File: src/rtl/bf_prog_loader_if.sv
// Program-load handshake and program RAM write bus between the loader and cpu_core.
// The loader is the master: it drives the write strobe, address and opcode,
// and the busy/done status, while cpu_core drives the arm pulse.
interface bf_prog_loader_if #(
    parameter int ADDR_W = 12
);
    logic              start;
    logic              busy;
    logic              done;
    logic              prog_we;
    logic [ADDR_W-1:0] prog_addr;
    logic [3:0]        prog_wdata;

    modport master (
        input  start,
        output busy,
        output done,
        output prog_we,
        output prog_addr,
        output prog_wdata
    );

    modport slave (
        output start,
        input  busy,
        input  done,
        input  prog_we,
        input  prog_addr,
        input  prog_wdata
    );
endinterface

File: src/rtl/bf_prog_loader.sv
// Brainfuck program loader: receives a program over UART 8N1, drops
// non-command bytes, encodes the eight commands to opcodes, tracks bracket
// nesting and writes the opcode stream plus a trailing END opcode into
// program RAM.
module bf_prog_loader #(
    parameter int          CLK_HZ   = 12000000,
    parameter int          BAUD     = 115200,
    parameter int          ADDR_W   = 12,
    parameter logic [7:0]  END_CHAR = 8'h00,
    parameter int          DEPTH_W  = 8
) (
    input  logic              CLK,
    input  logic              resetn,
    input  logic              rx,
    bf_prog_loader_if.master  bus,
    output logic [ADDR_W-1:0] prog_len,
    output logic              err_bracket,
    output logic              err_overflow,
    output logic              err_frame
);

    localparam int DIV   = CLK_HZ / BAUD;
    localparam int CNT_W = $clog2(DIV);
    localparam logic [CNT_W-1:0]  DIV_M1    = CNT_W'(DIV - 1);
    localparam logic [CNT_W-1:0]  HALF_M1   = CNT_W'(DIV / 2 - 1);
    localparam logic [ADDR_W-1:0] LAST_ADDR = {ADDR_W{1'b1}};
    localparam logic [DEPTH_W-1:0] DEPTH_MAX = {DEPTH_W{1'b1}};
    localparam logic [3:0] OP_END  = 4'd8;
    localparam logic [3:0] OP_NONE = 4'd15;

    typedef enum logic [1:0] {R_IDLE, R_START, R_DATA, R_STOP} rx_state_t;
    typedef enum logic [1:0] {IDLE, RECV, WR_END, DONE} state_t;

    // Map a received character to its opcode; OP_NONE marks a non-command byte.
    function automatic logic [3:0] encode_cmd(input logic [7:0] c);
        logic [3:0] op;
        op = OP_NONE;
        case (c)
            8'h3E: op = 4'd0;
            8'h3C: op = 4'd1;
            8'h2B: op = 4'd2;
            8'h2D: op = 4'd3;
            8'h2E: op = 4'd4;
            8'h2C: op = 4'd5;
            8'h5B: op = 4'd6;
            8'h5D: op = 4'd7;
            default: op = OP_NONE;
        endcase
        return op;
    endfunction

    logic rx_meta, rx_sync, rx_prev;

    rx_state_t        rx_state, rx_state_nx;
    logic [CNT_W-1:0] rx_cnt, rx_cnt_nx;
    logic [2:0]       bit_idx, bit_idx_nx;
    logic [7:0]       rx_shift, rx_shift_nx;
    logic             rx_valid, rx_valid_nx;
    logic             rx_ferr, rx_ferr_nx;

    state_t             state, state_nx;
    logic [ADDR_W-1:0]  prog_len_nx;
    logic [DEPTH_W-1:0] depth, depth_nx;
    logic               err_bracket_nx, err_overflow_nx, err_frame_nx;
    logic               busy_nx, done_nx, we_nx;
    logic [ADDR_W-1:0]  addr_nx;
    logic [3:0]         wdata_nx;
    logic [3:0]         rx_op;

    // Two-flop synchroniser on the asynchronous rx line, plus one delayed copy
    // for falling-edge detection; all reset to the idle-high line level.
    always_ff @(posedge CLK or negedge resetn) begin
        if (!resetn) begin
            rx_meta <= 1'b1;
            rx_sync <= 1'b1;
            rx_prev <= 1'b1;
        end else begin
            rx_meta <= rx;
            rx_sync <= rx_meta;
            rx_prev <= rx_sync;
        end
    end

    // UART receiver state and datapath registers.
    always_ff @(posedge CLK or negedge resetn) begin
        if (!resetn) begin
            rx_state <= R_IDLE;
            rx_cnt   <= '0;
            bit_idx  <= '0;
            rx_shift <= '0;
            rx_valid <= 1'b0;
            rx_ferr  <= 1'b0;
        end else begin
            rx_state <= rx_state_nx;
            rx_cnt   <= rx_cnt_nx;
            bit_idx  <= bit_idx_nx;
            rx_shift <= rx_shift_nx;
            rx_valid <= rx_valid_nx;
            rx_ferr  <= rx_ferr_nx;
        end
    end

    // UART receiver: validate the start bit at mid-bit, sample eight data bits
    // LSB first, then check the stop bit; the returned idle state needs a fresh
    // falling edge, so a low stop bit cannot retrigger a start on its own.
    always_comb begin
        rx_state_nx = rx_state;
        rx_cnt_nx   = rx_cnt;
        bit_idx_nx  = bit_idx;
        rx_shift_nx = rx_shift;
        rx_valid_nx = 1'b0;
        rx_ferr_nx  = 1'b0;
        case (rx_state)
            R_IDLE: begin
                if (rx_prev && !rx_sync) begin
                    rx_state_nx = R_START;
                    rx_cnt_nx   = '0;
                end
            end
            R_START: begin
                if (rx_cnt == HALF_M1) begin
                    rx_cnt_nx   = '0;
                    bit_idx_nx  = '0;
                    rx_state_nx = rx_sync ? R_IDLE : R_DATA;
                end else begin
                    rx_cnt_nx = rx_cnt + CNT_W'(1);
                end
            end
            R_DATA: begin
                if (rx_cnt == DIV_M1) begin
                    rx_cnt_nx   = '0;
                    rx_shift_nx = {rx_sync, rx_shift[7:1]};
                    if (bit_idx == 3'd7) begin
                        rx_state_nx = R_STOP;
                    end else begin
                        bit_idx_nx = bit_idx + 3'd1;
                    end
                end else begin
                    rx_cnt_nx = rx_cnt + CNT_W'(1);
                end
            end
            R_STOP: begin
                if (rx_cnt == DIV_M1) begin
                    rx_cnt_nx   = '0;
                    rx_state_nx = R_IDLE;
                    if (rx_sync) begin
                        rx_valid_nx = 1'b1;
                    end else begin
                        rx_ferr_nx = 1'b1;
                    end
                end else begin
                    rx_cnt_nx = rx_cnt + CNT_W'(1);
                end
            end
            default: rx_state_nx = R_IDLE;
        endcase
    end

    assign rx_op = encode_cmd(rx_shift);

    // Loader state, counters, sticky errors and the registered write bus.
    always_ff @(posedge CLK or negedge resetn) begin
        if (!resetn) begin
            state          <= IDLE;
            prog_len       <= '0;
            depth          <= '0;
            err_bracket    <= 1'b0;
            err_overflow   <= 1'b0;
            err_frame      <= 1'b0;
            bus.busy       <= 1'b0;
            bus.done       <= 1'b0;
            bus.prog_we    <= 1'b0;
            bus.prog_addr  <= '0;
            bus.prog_wdata <= '0;
        end else begin
            state          <= state_nx;
            prog_len       <= prog_len_nx;
            depth          <= depth_nx;
            err_bracket    <= err_bracket_nx;
            err_overflow   <= err_overflow_nx;
            err_frame      <= err_frame_nx;
            bus.busy       <= busy_nx;
            bus.done       <= done_nx;
            bus.prog_we    <= we_nx;
            bus.prog_addr  <= addr_nx;
            bus.prog_wdata <= wdata_nx;
        end
    end

    // Loader control: arm on start, turn each received command into one write
    // the following cycle, and close the upload with the END write either on
    // the terminator byte or when the next command would land on the slot
    // reserved for END.
    always_comb begin
        state_nx        = state;
        prog_len_nx     = prog_len;
        depth_nx        = depth;
        err_bracket_nx  = err_bracket;
        err_overflow_nx = err_overflow;
        err_frame_nx    = err_frame | (rx_ferr & bus.busy);
        busy_nx         = bus.busy;
        done_nx         = 1'b0;
        we_nx           = 1'b0;
        addr_nx         = bus.prog_addr;
        wdata_nx        = bus.prog_wdata;
        case (state)
            IDLE: begin
                if (bus.start) begin
                    prog_len_nx     = '0;
                    depth_nx        = '0;
                    err_bracket_nx  = 1'b0;
                    err_overflow_nx = 1'b0;
                    err_frame_nx    = 1'b0;
                    busy_nx         = 1'b1;
                    state_nx        = RECV;
                end
            end
            RECV: begin
                if (rx_valid) begin
                    if (rx_shift == END_CHAR) begin
                        we_nx    = 1'b1;
                        addr_nx  = prog_len;
                        wdata_nx = OP_END;
                        state_nx = WR_END;
                    end else if (rx_op != OP_NONE) begin
                        if (prog_len == LAST_ADDR) begin
                            err_overflow_nx = 1'b1;
                            we_nx           = 1'b1;
                            addr_nx         = prog_len;
                            wdata_nx        = OP_END;
                            state_nx        = WR_END;
                        end else begin
                            we_nx       = 1'b1;
                            addr_nx     = prog_len;
                            wdata_nx    = rx_op;
                            prog_len_nx = prog_len + ADDR_W'(1);
                            if (rx_op == 4'd6) begin
                                if (depth == DEPTH_MAX) begin
                                    err_bracket_nx = 1'b1;
                                end else begin
                                    depth_nx = depth + DEPTH_W'(1);
                                end
                            end else if (rx_op == 4'd7) begin
                                if (depth == '0) begin
                                    err_bracket_nx = 1'b1;
                                end else begin
                                    depth_nx = depth - DEPTH_W'(1);
                                end
                            end
                        end
                    end
                end
            end
            WR_END: begin
                if (depth != '0) begin
                    err_bracket_nx = 1'b1;
                end
                busy_nx  = 1'b0;
                done_nx  = 1'b1;
                state_nx = DONE;
            end
            DONE: begin
                state_nx = IDLE;
            end
            default: state_nx = IDLE;
        endcase
    end

endmodule
File: src/flat_wrapper.sv
// flat-port wrapper written by rule: the top's interface ports become plain ports
module bf_prog_loader_flat 
#(
    parameter int          CLK_HZ   = 12000000,
    parameter int          BAUD     = 115200,
    parameter int          ADDR_W   = 12,
    parameter logic [7:0]  END_CHAR = 8'h00,
    parameter int          DEPTH_W  = 8
)
  (CLK, resetn, rx, prog_len, err_bracket, err_overflow, err_frame, bus_start, bus_busy, bus_done, bus_prog_we, bus_prog_addr, bus_prog_wdata);
  bf_prog_loader_if #(.ADDR_W(ADDR_W)) bus_i ();
  input  logic CLK;
  input  logic resetn;
  input  logic rx;
  output logic [ADDR_W-1:0] prog_len;
  output logic err_bracket;
  output logic err_overflow;
  output logic err_frame;
  input wire logic [$bits(bus_i.start)-1:0] bus_start;
  output wire logic [$bits(bus_i.busy)-1:0] bus_busy;
  output wire logic [$bits(bus_i.done)-1:0] bus_done;
  output wire logic [$bits(bus_i.prog_we)-1:0] bus_prog_we;
  output wire logic [$bits(bus_i.prog_addr)-1:0] bus_prog_addr;
  output wire logic [$bits(bus_i.prog_wdata)-1:0] bus_prog_wdata;
  assign bus_i.start = bus_start;
  assign bus_busy = bus_i.busy;
  assign bus_done = bus_i.done;
  assign bus_prog_we = bus_i.prog_we;
  assign bus_prog_addr = bus_i.prog_addr;
  assign bus_prog_wdata = bus_i.prog_wdata;
  bf_prog_loader #(.CLK_HZ(CLK_HZ), .BAUD(BAUD), .ADDR_W(ADDR_W), .END_CHAR(END_CHAR), .DEPTH_W(DEPTH_W)) u_core (.CLK(CLK), .resetn(resetn), .rx(rx), .bus(bus_i), .prog_len(prog_len), .err_bracket(err_bracket), .err_overflow(err_overflow), .err_frame(err_frame));
endmodule
File: config.mk
export PLATFORM = sky130hd
export DESIGN_NAME = bf_prog_loader_flat
export DESIGN_NICKNAME = d
export VERILOG_FILES = /design/src/rtl/bf_prog_loader_if.sv /design/src/rtl/bf_prog_loader.sv /design/src/flat_wrapper.sv
export SDC_FILE = /design/constraint.sdc
export NUM_CORES = 1
export LEC_CHECK = 0
export CORE_MARGIN = 2
export CORE_UTILIZATION = 45
export CTS_CLUSTER_DIAMETER = 80
export CTS_CLUSTER_SIZE = 14
export DETAILED_ROUTE_END_ITERATION = 10
export MAX_ROUTING_LAYER = met4
export PLACE_DENSITY = 0.75
export SLEW_MARGIN = 15
export SYNTH_ARGS = -nofsm -noshare
export SYNTH_HDL_FRONTEND = slang
export SYNTH_SLANG_ARGS = --single-unit
File: constraint.sdc
create_clock -name CLK -period 3.3 [get_ports CLK]
set_input_delay 0.66 -clock CLK [delete_from_list [all_inputs] [get_ports CLK]]
set_output_delay 0.66 -clock CLK [all_outputs]
set_load 0.005 [all_outputs]
## After elaboration in Yosys (flattened, before gate mapping)

Cells that the tools add are included.

- Add/sub/neg operators: 5
- $mul: 0
- Divide/modulo/power cells: 0
- Magnitude comparators: 0
- Equal/unequal tests: 42
- Shift operators: 0
- Multiplexer cells: 74
- Bitwise operators: 2
- Reductions and logical operators: 23

Operator list:

| operator | number |
|---|---|
| 2-to-1 mux 12 bit | 7 |
| 2-to-1 mux 8 bit | 9 |
| == test 8 x 6 -> 1 bit, second input constant | 6 |
| one-hot mux 4 bit (8 select lines) | 1 |
| 2-to-1 mux 1 bit | 28 |
| one-hot mux 12 bit (2 select lines) | 1 |
| 2-to-1 mux 2 bit | 11 |
| 2-to-1 mux 7 bit | 3 |
| one-hot mux 7 bit (3 select lines) | 1 |
| != test 2 x 1 -> 1 bit, second input constant | 9 |
| == test 8 x 7 -> 1 bit, second input constant | 2 |
| zero test 8 bit | 2 |
| one-hot mux 2 bit (4 select lines) | 2 |
| one-hot mux 8 bit (2 select lines) | 1 |
| adder 12 x 1 -> 12 bit, second input constant | 1 |
| == test 12 bit, second input constant | 1 |
| 2-to-1 mux 4 bit | 3 |
| != test 3 x 1 -> 1 bit, second input constant | 4 |
| AND reduction 6 bit | 2 |
| AND reduction 10 bit | 1 |
| 2-to-1 mux 3 bit | 3 |
| AND reduction 9 bit | 1 |
| adder 8 x 1 -> 8 bit, second input constant | 1 |
| == test 2 bit, second input constant | 4 |
| other kinds (29) | 42 |

- Flip-flop bits (word level): 69
- Bits in latches: 0
- Bits in writable memories: 0
- Memory bits (read-only): 0
- Input port bits: 4
- Output and inout port bits: 34
- Word-level logic and storage cells: 166
- Memories: 0

## Depth between registers and ports, before layout

Gate-level depths: netlist of run 1.

- Word-level depth: 10
- Depth in mapped cells: 10
- Mapped depth without buffers: 10

## Worst setup path after synthesis of run 1

No wires, ideal clock.

- Path type: reg-to-reg
- From: reg u_core.rx_shift[2]
- To: reg u_core.depth[7]
- Setup time: 0.126 ns
- Arrival: 2.850 ns
- Required time: 3.174 ns
- Setup slack: 0.324 ns
- Cell stages (with the launch flop): 10
- Buffers on the path: 0
- Clock period less this slack: 2.976 ns
- Cells stage by stage: dfrtp_1 -> or4b_4 -> nor2_8 -> inv_1 -> ha_1 -> a211oi_1 -> o21ai_0 -> mux2i_1 -> or4b_1 -> a221o_1

- Word-level cells in the longest chain between the ends: 9
- Elaborated cells on any way between the ends: 25
- Those cells by class: eq/ne: 16; mux: 7; reduce/logical: 2

Ends and longest elaborated chain:

| item | RTL line | RTL |
|---|---|---|
| from (decl) | bf_prog_loader.sv:57 | `logic [7:0] rx_shift, rx_shift_nx;` |
| from (signal assigned) | bf_prog_loader.sv:97 | `rx_shift <= rx_shift_nx;` |
| == test 8 x 7 -> 1 bit or == test 8 x 6 -> 1 bit (tied branches) | bf_prog_loader.sv:38 | `case (c)` |
| one-hot mux 4 bit (8 select lines) | bf_prog_loader.sv:38 |  |
| == test 4 x 3 -> 1 bit | bf_prog_loader.sv:237 | `if (rx_op == 4'd6) begin` |
| 2-to-1 mux 8 bit | bf_prog_loader.sv:237 |  |
| 2-to-1 mux 8 bit | bf_prog_loader.sv:226 | `if (prog_len == LAST_ADDR) begin` |
| 2-to-1 mux 8 bit | bf_prog_loader.sv:225 | `end else if (rx_op != OP_NONE) begin` |
| 2-to-1 mux 8 bit | bf_prog_loader.sv:220 | `if (rx_shift == END_CHAR) begin` |
| 2-to-1 mux 8 bit | bf_prog_loader.sv:219 | `if (rx_valid) begin` |
| one-hot mux 8 bit (2 select lines) | bf_prog_loader.sv:206 | `case (state)` |
| to (signal assigned) | bf_prog_loader.sv:178 | `depth <= depth_nx;` |
| to (decl) | bf_prog_loader.sv:63 | `logic [DEPTH_W-1:0] depth, depth_nx;` |

Parallel ways exist; a longest one is shown, timed or not. The select of a mux whose other input is x is not followed.
A chain may end at the register's enable or synchronous reset.

## Final worst setup path of run 1

- From: reg u_core.rx_shift[1]
- To: reg u_core.depth[7]

Same word-level chain as after synthesis.

==> results of run 1 <==
-- kinds of logic after synthesis --
kind of cell / Yosys count
simple gates: 112
buf+inv: 26
mux: 29
fa+ha+maj: 15
compound gates: 84
xor+xnor: 11
flops: 69
-- flip-flops by register name (all words and copies together), names as in the netlist, 2 cells and up, named ones only --
signal,count
u_core.bus.prog_addr,12
u_core.prog_len,12
u_core.depth,8
u_core.rx_shift,8
u_core.rx_cnt,7
u_core.bus.prog_wdata,4
u_core.bit_idx,3
u_core.state,2
-- metrics by stage --
step	hold slack, ns	utilization	instance area, sq um	power, uW	std cells
finish	0.309	0.563	4370	1820	503
global placement	0.346	0.537	4170	1120	487
global route	0.327	0.563	4370	1910	503
CTS	0.302	0.563	4370	1840	503
floorplan	0.345	-	3630	1070	346
detailed placement	0.347	0.537	4170	1140	487
-- layer usage --
metal	wire length [um]	up-vias
met5	0	-
met4	101	0
met3	324	9
met1	3570	1429
li1	-	1384
met2	3810	68
-- cells in the mapped netlist, types with 8 or more instances --
cell type and n:
a21oi_1 15, dfrtp_1 66, clkbuf_1 8, ha_1 14, inv_1 17, xnor2_1 10
mux2_2 24, o21ai_0 20, a22o_1 8, nor2_1 33, nand2_1 23
-- cell type report --
type	count	area (sq um)
fillers	680	3400
multi-input cells	251	1800
flip-flops and latches	69	1730
repair buffers	48	448
clock buffers	11	141
well taps	102	128
inverters	17	63.8
clock inverters	5	58.8
-- worst max-delay path by stage --
stage | depth (start not counted) | endpoint
finish | 9 | u_core.depth[7]$_DFFE_PN0P_
CTS | 9 | u_core.depth[7]$_DFFE_PN0P_
global route | 9 | u_core.depth[7]$_DFFE_PN0P_
floorplan | 9 | u_core.depth[7]$_DFFE_PN0P_
global placement | 9 | u_core.depth[7]$_DFFE_PN0P_
detailed placement | 9 | u_core.depth[7]$_DFFE_PN0P_
-- report_power, final --
| part | internal [uW] | switching [uW] |
|---|---|---|
| Clock | 371 | 329 |
| Combinational | 71.6 | 93.6 |
| Sequential | 893 | 60.2 |
| Total | 1340 | 482 |
-- worst max-delay path, stage by stage (launching register included) --
cell and delay [ns]:
dfrtp_1 0.44, or4b_4 0.53, nor2_8 0.13, inv_1 0.14, ha_1 0.32, a211oi_1 0.26
o21ai_0 0.18, mux2i_1 0.14, or4b_1 0.55, a221o_1 0.30
==> summary.md, run 1 <==
| Metric | Value |
|---|---|
| Fmax | `323 MHz` |
| Die Area | `8800 sq um` |
| Final-stage net count | `415` |
| RSZ-0062 raised after global routing | `no` |
| CP endpoint kind | `flip-flop` |
| Site Rows | `32` |
| Reg2reg path depth | `9` |
| Vias after detailed routing | `2890` |
| Met2 GRT Util | `0.304` |
| WP data arrival | `3.34 ns` |
| Place WS | `0.233 ns` |
| Pwr dens | `416 nW/um^2` |
| Reg2reg start | `u_core.rx_shift[1]$_DFFE_PN0P_` |
| Total GRT Usage | `0.195` |
| Pleak | `0.00196 uW` |
| Status | `finished clean` |
| Hold_buf cts | `0` |
| CTS tree | `done` |
| Worst slew pin tran | `0.925 ns` |
| Vias in the first global route | `2737` |
| Die Ht | `93.8 um` |
| Num CTS Buffers | `9` |
| Mux share of post-synthesis cell area | `0.0886` |
| DIE WIDTH | `93.8 um` |
| Antenna Cells | `0` |
| Commonest non-fill, non-tap cells in the layout | `dfrtp_1 (66), clkdlybuf4s50_1 (36), nor2_1 (33)` |
| H-tree Lvls | `3` |
| Synth Area in Adders | `0.0538` |
| Via/cell ratio | `5.75` |
| I/O pin count | `38` |
| Gpl congestion | `0.880` |
| Drt pass-1 iters | `4` |
| GR met1 Demand/Resource | `0.247` |
| Worst-Skew Late Latency | `0.35 ns` |
| Clk_skew | `0.00766 ns` |
| WL final | `7810 um` |
| Complex-gate fraction of the synthesized area | `0.160` |
| Setup TNS | `0 ns` |
| Commonest non-fill, non-tap cell in the layout | `dfrtp_1` |
| Synth area leaders | `dfrtp_1 (46%), mux2_2 (7.4%), ha_1 (4.8%), nor2_1 (3.4%), o21ai_0 (2.8%)` |
| Fraction of layout cells with a size suffix above 1 | `0.155` |
| Post-Synth Simple-Gate Area | `0.168` |
| Met3 GRT Util | `0.0457` |
| Worst Path Required | `3.54 ns` |
| Cell taking the most area after synthesis | `dfrtp_1` |
| Syn_nets | `365` |
| Post-CTS Setup Repair Bufs | `0` |
| Max-Slew Margin vs Limit | `0.380` |
| Distinct cells, synth | `62` |
| Initial Util | `0.467` |
| First-pass GRT wire length | `13000 um` |
| Crit path max fanout | `7` |
| Post-route ant nets | `0` |
| Mapped cell area | `3630 sq um` |
| DRC | `0` |
| Crit path time final | `3.10 ns` |
| EDFF count, synth | `0` |
| Gr ovfl total | `0` |
| Area grow syn2layout | `20.4%` |
| Ys flop type | `dfrtp_1` |
| Ys async rst share | `1.00` |
| Reg-to-reg endpoint | `u_core.depth[7]$_DFFE_PN0P_` |
| Setup violations, final | `0` |
| Final Cycle Share | `0.939` |
| Yosys top cell area share | `0.455` |
| Routed wire length per instance | `15.5 um` |
| Post-Syn Instances | `346` |
| Post-cts sizing count | `0` |
| Final worst slack | `0.202 ns` |
| Dpl hpwl | `5630 um` |
| Hold/Removal Path Class | `input pin to async pin` |
| R2r setup slk | `0.20 ns` |
| Max VDD drop | `392 uV` |
| Final Hold Fails | `0` |
| Sequential area share after synthesis | `0.477` |
| TritonCTS sink count | `69` |
| Global route hottest layer | `met2` |
| Core Area | `7770 sq um` |
| IO buf count | `37` |
| DR iter-0 viols | `102` |
| Slew Viols, Final | `0` |
| Clock root buffer | `clkbuf_8` |
| Syn Area/Cell | `10.5 sq um` |
| Worst setup path start | `u_core.rx_shift[1]$_DFFE_PN0P_` |
| Worst-path clk slew | `0.07 ns` |
| Main combinational cell family by area after synthesis | `simple AND/OR/NAND/NOR gates` |
| Pin count of the biggest net entering global routing | `45` |
| Clock buffer depth | `2` |
| Setup CP Type | `flip-flop to flip-flop` |
| Antenna violations before repair | `0` |
| CP Launch Type | `flip-flop` |
| Yosys warns | `0` |
| Max-cap viol count | `0` |
| XOR/XNOR share of the synthesized area | `0.0265` |
| Post-synthesis register bit count | `69` |
Note: power is estimated with default switching activity, not from simulation.
==> run 2: changes to the inputs <==
Settings changed: CORE_MARGIN 2 to 10.
==> run 2 against run 1 <==
Clock power up 12%. Critical path depth unchanged. Worst setup slack better by 0.022 ns. Power up 4.6%. Fmax up 0.72%.
==> summary.md, run 2 (synthesized netlist as in run 1, its figures left out) <==
| Metric | Value |
|---|---|
| Max-Slew Margin vs Limit | `0.435` |
| Core Area | `7770 sq um` |
| Drt pass-1 iters | `4` |
| Status | `finished clean` |
| Worst-path clk slew | `0.08 ns` |
| Worst-Skew Late Latency | `0.35 ns` |
| Clk_skew | `0.0126 ns` |
| Reg-to-reg endpoint | `u_core.depth[7]$_DFFE_PN0P_` |
| Final Hold Fails | `0` |
| Setup violations, final | `0` |
| WL final | `8170 um` |
| R2r setup slk | `0.22 ns` |
| Area grow syn2layout | `21.2%` |
| CTS tree | `done` |
| Reg2reg start | `u_core.rx_shift[1]$_DFFE_PN0P_` |
| Crit path max fanout | `7` |
| Worst Path Required | `3.53 ns` |
| DIE WIDTH | `110 um` |
| Antenna Cells | `0` |
| Family with the most delay on the worst path | `simple AND/OR/NAND/NOR gates` |
| Vias after detailed routing | `2886` |
| DRC | `0` |
| Clock buffer depth | `2` |
| WP data arrival | `3.30 ns` |
| Crit-path cells | `or4b_4 > nor2_8 > inv_1 > ha_1 > a211oi_2 > o21ai_0 > mux2i_1 > or4b_1 > a221o_1` |
| Slew Viols, Final | `0` |
| Pwr dens | `432 nW/um^2` |
| Max-cap viol count | `0` |
| TritonCTS sink count | `69` |
| CP Launch Type | `flip-flop` |
| First-pass GRT wire length | `14000 um` |
| Die Area | `12100 sq um` |
| Regs by FF count | `u_core.bus.prog_addr x12, u_core.prog_len x12` |
| Num CTS Buffers | `9` |
| Pleak | `0.00197 uW` |
| Antenna violations before repair | `0` |
| Gr ovfl total | `0` |
| Worst path max stage delay | `0.55 ns` |
| Pin count of the biggest net entering global routing | `29` |
| CP bufs+invs | `1` |
| Vias in the first global route | `2883` |
| Hold_buf cts | `0` |
| Gpl congestion | `0.875` |
| Post-cts sizing count | `0` |
| Reg2reg path depth | `9` |
| Place WS | `0.186 ns` |
| IO buf count | `37` |
| Final-stage net count | `414` |
| Post-CTS Setup Repair Bufs | `0` |
| Fraction of layout cells with a size suffix above 1 | `0.160` |
| Worst slew pin tran | `0.842 ns` |
| H-tree Lvls | `3` |
| Crit path time final | `3.08 ns` |
| Dpl hpwl | `5950 um` |
| Routed wire length per instance | `16.3 um` |
| Die Ht | `110 um` |
| RSZ-0062 raised after global routing | `no` |
| Clock root buffer | `clkbuf_8` |
| Post-route ant nets | `0` |
| Setup TNS | `0 ns` |
| Slowest stage cell, crit path | `or4b_1` |
| Commonest non-fill, non-tap cell in the layout | `dfrtp_1` |
| Hold/Removal Path Class | `input pin to async pin` |
| Total GRT Usage | `0.148` |
| Setup CP Type | `flip-flop to flip-flop` |
| Max VDD drop | `467 uV` |
| Final worst slack | `0.224 ns` |
| CP endpoint kind | `flip-flop` |
| Via/cell ratio | `5.75` |
| Final Cycle Share | `0.932` |
| Site Rows | `32` |
| I/O pin count | `38` |
| Commonest non-fill, non-tap cells in the layout | `dfrtp_1 (65), clkdlybuf4s50_1 (36), nor2_1 (33)` |
| DR iter-0 viols | `120` |
| Initial Util | `0.467` |
| Fmax | `325 MHz` |
run 2: cell types whose count changed in the layout (fill, tap and decap cells not counted), sizes merged:
cell / previous run / this run
clkinvlp: 2 / 1
buf: 12 / 11
clkbuf: 11 / 10
inv: 18 / 19
bufinv: 1 / 2
run 2: worst max path at each step:
| stage | startpoint | end | depth (start not counted) |
|---|---|---|---|
| after floorplan | u_core.rx_shift[2]$_DFFE_PN0P_ | u_core.depth[7]$_DFFE_PN0P_ | 9 |
| after global placement | u_core.rx_shift[1]$_DFFE_PN0P_ | u_core.depth[7]$_DFFE_PN0P_ | 9 |
| after detailed placement | u_core.rx_shift[1]$_DFFE_PN0P_ | u_core.depth[7]$_DFFE_PN0P_ | 9 |
| after CTS | u_core.rx_shift[1]$_DFFE_PN0P_ | u_core.depth[7]$_DFFE_PN0P_ | 9 |
| after global routing | u_core.rx_shift[2]$_DFFE_PN0P_ | u_core.depth[7]$_DFFE_PN0P_ | 10 |
| final | u_core.rx_shift[1]$_DFFE_PN0P_ | u_core.depth[7]$_DFFE_PN0P_ | 9 |
run 2: through the flow:
stage	hold WS, ns	total power, uW	cells	instance area (sq um)	util
finish	0.316	1900	502	4400	0.567
global route	0.366	2000	502	4400	0.567
floorplan	0.345	1070	346	3630	-
global placement	0.346	1120	486	4160	0.536
CTS	0.319	1920	502	4390	0.566
detailed placement	0.349	1130	486	4160	0.536
run 2: layout make-up:
class | count | area, sq um
Fill cell | 683 | 3370
Multi-Input combinational cell | 251 | 1810
Sequential cell | 69 | 1730
Timing Repair Buffer | 47 | 440
Clock buffer | 10 | 138
Tap cell | 102 | 128
Clock inverter | 6 | 93.8
Inverter | 17 | 63.8
run 2: metal layers:
layer	vias up	routed length, um	share of wire	global-route usage
li1	1380	-	-	-
met1	1421	3600	0.44	0.180
met2	71	4000	0.49	0.239
met3	14	448	0.055	0.0322
met4	0	121	0.015	0.0483
met5	-	0	0	-
run 2: power by group:
| group | total, uW | switching, uW | internal (uW) |
|---|---|---|---|
| logic | 166 | 95.2 | 71.2 |
| clock network | 786 | 334 | 452 |
| registers | 950 | 57.0 | 893 |
| total | 1900 | 486 | 1420 |
